File: config.mk
export PLATFORM = sky130hd
export DESIGN_NAME = spi_uart_fifo_flat
export DESIGN_NICKNAME = d
export VERILOG_FILES = /design/src/rtl/spi_uart_fifo_if.sv /design/src/rtl/spi_uart_fifo.sv /design/src/flat_wrapper.sv
export SDC_FILE = /design/constraint.sdc
export NUM_CORES = 1
export LEC_CHECK = 0
export CORE_ASPECT_RATIO = 1.75
export CORE_MARGIN = 2
export CORE_UTILIZATION = 58
export DETAILED_ROUTE_END_ITERATION = 10
export PLACE_DENSITY_LB_ADDON = 0.3
export SETUP_SLACK_MARGIN = 0.15
export SLEW_MARGIN = 20
export SYNTH_ARGS = -nofsm -noshare
export SYNTH_HDL_FRONTEND = slang
export SYNTH_SLANG_ARGS = --single-unit
File: constraint.sdc
create_clock -name clk -period 3.1 [get_ports clk]
set_clock_uncertainty 0.2 [all_clocks]
set_input_delay 0.62 -clock clk [delete_from_list [all_inputs] [get_ports clk]]
set_output_delay 0.62 -clock clk [all_outputs]
set_load 0.05 [all_outputs]
File: src/rtl/spi_uart_fifo_if.sv
// rtl/spi_uart_fifo_if.sv - SPI-side word input, UART handshake and FIFO status bundle.
interface spi_uart_fifo_if #(
   parameter int DATA_WIDTH = 10,
   parameter int ADDR_W     = 3
);
   logic [DATA_WIDTH-1:0] in_data;
   logic                  in_valid;
   logic [DATA_WIDTH-1:0] tx_data;
   logic                  tx_start;
   logic                  tx_done;
   logic [ADDR_W:0]       count;
   logic                  full;
   logic                  empty;
   logic                  overflow;

   modport master (
      output in_data, in_valid, tx_done,
      input  tx_data, tx_start, count, full, empty, overflow
   );

   modport slave (
      input  in_data, in_valid, tx_done,
      output tx_data, tx_start, count, full, empty, overflow
   );
endinterface

File: src/rtl/spi_uart_fifo.sv
// rtl/spi_uart_fifo.sv - Resynchronises SPI words into a circular FIFO and feeds the UART one word per start/done handshake.
module spi_uart_fifo #(
   parameter int DATA_WIDTH = 10,
   parameter int DEPTH      = 8,
   parameter int ADDR_W     = 3
) (
   input logic            clk,
   input logic            rst_n,
   spi_uart_fifo_if.slave bus
);
   localparam logic [1:0] ST_IDLE  = 2'd0;
   localparam logic [1:0] ST_START = 2'd1;
   localparam logic [1:0] ST_WAIT  = 2'd2;

   localparam logic [ADDR_W:0]   DEPTH_C = DEPTH[ADDR_W:0];
   localparam logic [ADDR_W:0]   CNT_ONE = {{ADDR_W{1'b0}}, 1'b1};
   localparam logic [ADDR_W-1:0] PTR_ONE = {{(ADDR_W-1){1'b0}}, 1'b1};

   logic                  s1_valid_q, s2_valid_q, s3_valid_q;
   logic [DATA_WIDTH-1:0] s1_data_q, s2_data_q;
   logic [DATA_WIDTH-1:0] mem_q [DEPTH];
   logic [ADDR_W-1:0]     wr_ptr_q, rd_ptr_q;
   logic [ADDR_W:0]       count_q, count_d;
   logic [1:0]            state_q, state_d;
   logic [DATA_WIDTH-1:0] tx_data_q;
   logic                  overflow_q;

   logic full_w, empty_w, wr_req, pop, wr_en, drop;

   assign full_w  = (count_q == DEPTH_C);
   assign empty_w = (count_q == '0);
   assign wr_req  = s2_valid_q & ~s3_valid_q;
   assign pop     = (state_q == ST_IDLE) && !empty_w;
   // A full FIFO still takes the word when the head leaves on the same edge.
   assign wr_en   = wr_req && (!full_w || pop);
   assign drop    = wr_req && full_w && !pop;

   always_comb begin
      count_d = count_q;
      if (wr_en && !pop)
         count_d = count_q + CNT_ONE;
      else if (!wr_en && pop)
         count_d = count_q - CNT_ONE;
   end

   always_comb begin
      state_d = state_q;
      case (state_q)
         ST_IDLE:  if (!empty_w) state_d = ST_START;
         ST_START: state_d = ST_WAIT;
         ST_WAIT:  if (bus.tx_done) state_d = ST_IDLE;
         default:  state_d = ST_IDLE;
      endcase
   end

   always_ff @(posedge clk) begin
      if (wr_en)
         mem_q[wr_ptr_q] <= s2_data_q;
   end

   always_ff @(posedge clk) begin
      if (!rst_n) begin
         s1_valid_q <= 1'b0;
         s2_valid_q <= 1'b0;
         s3_valid_q <= 1'b0;
         s1_data_q  <= '0;
         s2_data_q  <= '0;
         wr_ptr_q   <= '0;
         rd_ptr_q   <= '0;
         count_q    <= '0;
         state_q    <= ST_IDLE;
         tx_data_q  <= '0;
         overflow_q <= 1'b0;
      end else begin
         s1_valid_q <= bus.in_valid;
         s2_valid_q <= s1_valid_q;
         s3_valid_q <= s2_valid_q;
         s1_data_q  <= bus.in_data;
         s2_data_q  <= s1_data_q;
         count_q    <= count_d;
         state_q    <= state_d;
         if (wr_en)
            wr_ptr_q <= wr_ptr_q + PTR_ONE;
         if (pop) begin
            rd_ptr_q  <= rd_ptr_q + PTR_ONE;
            tx_data_q <= mem_q[rd_ptr_q];
         end
         if (drop)
            overflow_q <= 1'b1;
      end
   end

   assign bus.tx_data  = tx_data_q;
   assign bus.tx_start = (state_q == ST_START);
   assign bus.count    = count_q;
   assign bus.full     = full_w;
   assign bus.empty    = empty_w;
   assign bus.overflow = overflow_q;
endmodule

File: src/flat_wrapper.sv
// flat-port wrapper written by rule: the top's interface ports become plain ports
module spi_uart_fifo_flat 
#(
   parameter int DATA_WIDTH = 10,
   parameter int DEPTH      = 8,
   parameter int ADDR_W     = 3
)
  (clk, rst_n, bus_in_data, bus_in_valid, bus_tx_done, bus_tx_data, bus_tx_start, bus_count, bus_full, bus_empty, bus_overflow);
  spi_uart_fifo_if #(.DATA_WIDTH(DATA_WIDTH), .ADDR_W(ADDR_W)) bus_i ();
  input logic clk;
  input logic rst_n;
  input wire logic [$bits(bus_i.in_data)-1:0] bus_in_data;
  input wire logic [$bits(bus_i.in_valid)-1:0] bus_in_valid;
  input wire logic [$bits(bus_i.tx_done)-1:0] bus_tx_done;
  output wire logic [$bits(bus_i.tx_data)-1:0] bus_tx_data;
  output wire logic [$bits(bus_i.tx_start)-1:0] bus_tx_start;
  output wire logic [$bits(bus_i.count)-1:0] bus_count;
  output wire logic [$bits(bus_i.full)-1:0] bus_full;
  output wire logic [$bits(bus_i.empty)-1:0] bus_empty;
  output wire logic [$bits(bus_i.overflow)-1:0] bus_overflow;
  assign bus_i.in_data = bus_in_data;
  assign bus_i.in_valid = bus_in_valid;
  assign bus_i.tx_done = bus_tx_done;
  assign bus_tx_data = bus_i.tx_data;
  assign bus_tx_start = bus_i.tx_start;
  assign bus_count = bus_i.count;
  assign bus_full = bus_i.full;
  assign bus_empty = bus_i.empty;
  assign bus_overflow = bus_i.overflow;
  spi_uart_fifo #(.DATA_WIDTH(DATA_WIDTH), .DEPTH(DEPTH), .ADDR_W(ADDR_W)) u_core (.clk(clk), .rst_n(rst_n), .bus(bus_i));
endmodule
==> results.md <==
* Quantity of hold-fixing buffers added after cts at 0
* Most common cell after layout, fill and taps aside: sky130_fd_sc_hd__edfxtp_1
* Number of global-route vias before repair at 2464
* Worst vdd rail ir drop at 0.000769 V
* CP max stage delay at 590 ps
* Synth Area per Inst at 16.5 um^2
* Reg-to-reg setup timing slack at 370 ps
* Die X-Extent at 72.1 um
* Vias after detailed routing at 2473
* Required time of the worst setup path at 2280 ps
* Crit end category: output port
* Post-layout util at 0.731
* IO buf count at 31
* Gate count after technology mapping at 286
* First-pass GRT wire length at 12700 um
* Proportion of register bits with asynchronous set or reset after synthesis at 0
* Filler instances at 486
* Placer congestion estimate at 0.742
* Io pins at 32
* H-tree level count at 4
* Final #Nets at 357
* Number of warnings reported in the yosys synthesis log at 0
* Die height at 123 um
* Fraction of layout cells with a size suffix above 1 at 0.186
* FMAX at 361 MHz
* Worst slew pin tran at 636 ps
* Post-synth EDFFs at 80
* Class of the tightest hold or removal check: flop to flop
* Worst-skew pair later-pin latency at 410 ps
* Most frequent cells in the layout: 80 x sky130_fd_sc_hd__edfxtp_1, 45 x sky130_fd_sc_hd__dfxtp_1, 29 x sky130_fd_sc_hd__and2_1, 29 x sky130_fd_sc_hd__clkdlybuf4s50_1, 18 x sky130_fd_sc_hd__nor2_1
* Synthesized net count at 306
* Via density per instance at 5.62
* Worst-path cell with the longest stage delay: sky130_fd_sc_hd__or4b_4
* Final routed DRC violation total at 0
* Core area at 7910 um^2
* Final Cycle Share at 0.895
* Sw Share at 0.285
* Number of failing setup endpoints in the final timing report at 0
* Number of sinks handled by clock tree synthesis at 126
* Largest net degree at the start of global routing at 35
* Buffering stage count on the worst path with inverters included at 2
* Pwr dens at 900 nW/um^2
* Part of the Yosys area used for sequential elements at 0.705
* Routed wire length at 8020 um
* Unique cell type count in the Yosys netlist at 39
* Ordered list of cells on the worst path: or4b_4 > inv_1 > dlygate4sd2_1
* Area delta synth->final at 22.7%
* Period minus WS final at 2770 ps
* GRT Overall Usage at 0.204
* Number of rows in the core area at 43
* Setup tns final at 0 ps
* Total CTS buffers at 17
* Worst setup slack after layout at 326 ps
* Deepest clock path buffer count at 2
* Leak at 2.10 nW
* Antenna Violating Nets Remaining at 0
* Antenna violations before repair at 0
* Crit start category: flop
* Sequential power share at 0.382
* Crit path max fanout at 6
* Flip-flop cell with the highest count after synthesis: sky130_fd_sc_hd__edfxtp_1
* Summed instance area of the synthesized netlist at 4710 um^2
* Post-synthesis sequential element count at 126
* Pre-antenna DRT Iters at 4
* Global-route congestion overflow total at 0
* Cell type group with the largest total delay on the critical path: buffers and inverters
* Number of diodes at 0
* Number of DRC violations after detailed-routing iteration 0 at 164
* Total Die Area at 8890 um^2
* Sw power at 1.48 mW
* RSZ-0062 raised after global routing: false
* Part of the total power dissipated in the clock network at 0.375
* Initial core utilization at 0.596
* Fraction of power consumed by combinational cells at 0.243
* Arr. time, crit path at 1950 ps
* Clock tree root driver cell: sky130_fd_sc_hd__clkbuf_16
* Number of hold violations in the final report at 0
* Post-CTS clock slew at the launch and capture registers of the worst setup and hold paths at 50 ps
* Worst relative slew slack at 0.575
* Detailed placement HPWL at 5030 um
* Final-report max-slew violation count at 0
* Run status: finished, final reports clean
* Cell Int Power at 3.72 mW
* Max-Cap Viols at 0
* Post-placement setup slack at 181 ps
* TritonCTS clock tree: done
* Routed length per instance at 18.2 um
* Path type of the worst setup path: flop to output port
[per-layer routing]
metal	share of wire	wire length (um)	up-vias	global-route usage
li1	-	-	1186	-
met1	0.40	3190	1221	0.237
met2	0.55	4390	57	0.340
met3	0.040	322	9	0.0505
met4	0.014	112	0	0.119
met5	0	0	-	0
[power by group through the flow]
| stage | registers, mW | logic [mW] | clock network [mW] |
|---|---|---|---|
| after detailed placement | 2.02 | 1.26 | 0 |
| after CTS | 1.99 | 1.27 | 1.99 |
| after floorplan | 2.22 | 0.731 | 0 |
| after global routing | 2.00 | 1.36 | 2.06 |
| final | 1.99 | 1.26 | 1.95 |
| after global placement | 2.01 | 1.23 | 0 |
[logic make-up after synthesis]
group / synth area share
XOR/XNOR: 0.0111
adder cells (fa/ha/maj): 0.0175
AND/OR/NAND/NOR: 0.0924
multiplexers: 0.112
AO/OA/AOI/OAI: 0.0411
buffers and inverters: 0.0204
flip-flops: 0.705
[area by class of cell]
class / instances / area, um^2 / area share
timing repair buffer: 45 / 412 / 0.0712
sequential: 126 / 3320 / 0.575
tap: 90 / 113 / 0.0195
multi-input combinational: 141 / 1310 / 0.226
clock buffer: 25 / 485 / 0.0839
inverter: 6 / 27.5 / 0.00476
clock inverter: 7 / 113 / 0.0195
[sequential cells by signal, indices dropped and copies added, names as in the netlist]
signal,flops
u_core.bus.count,4
u_core.bus.overflow,1
u_core.bus.tx_data,10
u_core.mem_q,80
u_core.rd_ptr_q,3
u_core.s1_data_q,10
u_core.s1_valid_q,1
u_core.s2_data_q,10
u_core.s2_valid_q,1
u_core.s3_valid_q,1
u_core.state_q,2
u_core.wr_ptr_q,3
[stage by stage]
stage | power [mW] | instances | cell area (um^2) | hold WS (ps)
2_1_floorplan | 2.96 | 286 | 4720 | 206
3_3_place_gp | 3.24 | 407 | 5180 | 212
3_5_place_dp | 3.28 | 407 | 5180 | 214
4_1_cts | 5.25 | 440 | 5780 | 227
5_1_grt | 5.42 | 440 | 5780 | 241
6_report | 5.20 | 440 | 5780 | 221
[Yosys cell counts, types with 3 or more instances]
library cell / n / area [um^2]
sky130_fd_sc_hd__nand2_1: 4 / 15.0
sky130_fd_sc_hd__mux4_1: 13 / 342
sky130_fd_sc_hd__inv_1: 5 / 18.8
sky130_fd_sc_hd__o21ai_1: 8 / 40.0
sky130_fd_sc_hd__mux2i_1: 3 / 30.0
sky130_fd_sc_hd__a21oi_1: 5 / 25.0
sky130_fd_sc_hd__dfxtp_1: 46 / 921
sky130_fd_sc_hd__o22ai_1: 10 / 62.6
sky130_fd_sc_hd__nor2_1: 18 / 67.6
sky130_fd_sc_hd__edfxtp_1: 80 / 2400
sky130_fd_sc_hd__and2_1: 29 / 181
sky130_fd_sc_hd__nor2b_1: 7 / 43.8
sky130_fd_sc_hd__ha_1: 5 / 62.6
sky130_fd_sc_hd__nand3_1: 3 / 15.0
sky130_fd_sc_hd__clkbuf_1: 7 / 26.3
sky130_fd_sc_hd__xnor2_1: 5 / 43.8
sky130_fd_sc_hd__o21ai_0: 3 / 15.0
sky130_fd_sc_hd__buf_2: 3 / 15.0
sky130_fd_sc_hd__mux4_2: 7 / 158
[path summary, 6_finish.rpt]
| kind | from | to | cells past startpoint |
|---|---|---|---|
| worst min register to register | u_core.s1_data_q[6]$_SDFF_PN0_ | u_core.s2_data_q[6]$_SDFF_PN0_ | 1 |
| worst max-delay path | u_core.bus.count[1]$_SDFFE_PN0P_ | bus_full | 3 |
| worst max register to register | u_core.bus.count[1]$_SDFFE_PN0P_ | u_core.bus.count[3]$_SDFFE_PN0P_ | 10 |
| worst min-delay path | u_core.s1_data_q[6]$_SDFF_PN0_ | u_core.s2_data_q[6]$_SDFF_PN0_ | 1 |
[repair_timing]
action / CTS / global route
setup buffers: 1 / 0
pin swaps: 1 / 0
gates resized for setup: 1 / 2
setup endpoints to repair: 2 / 1
No activity file was read; power rests on OpenSTA's default activity.
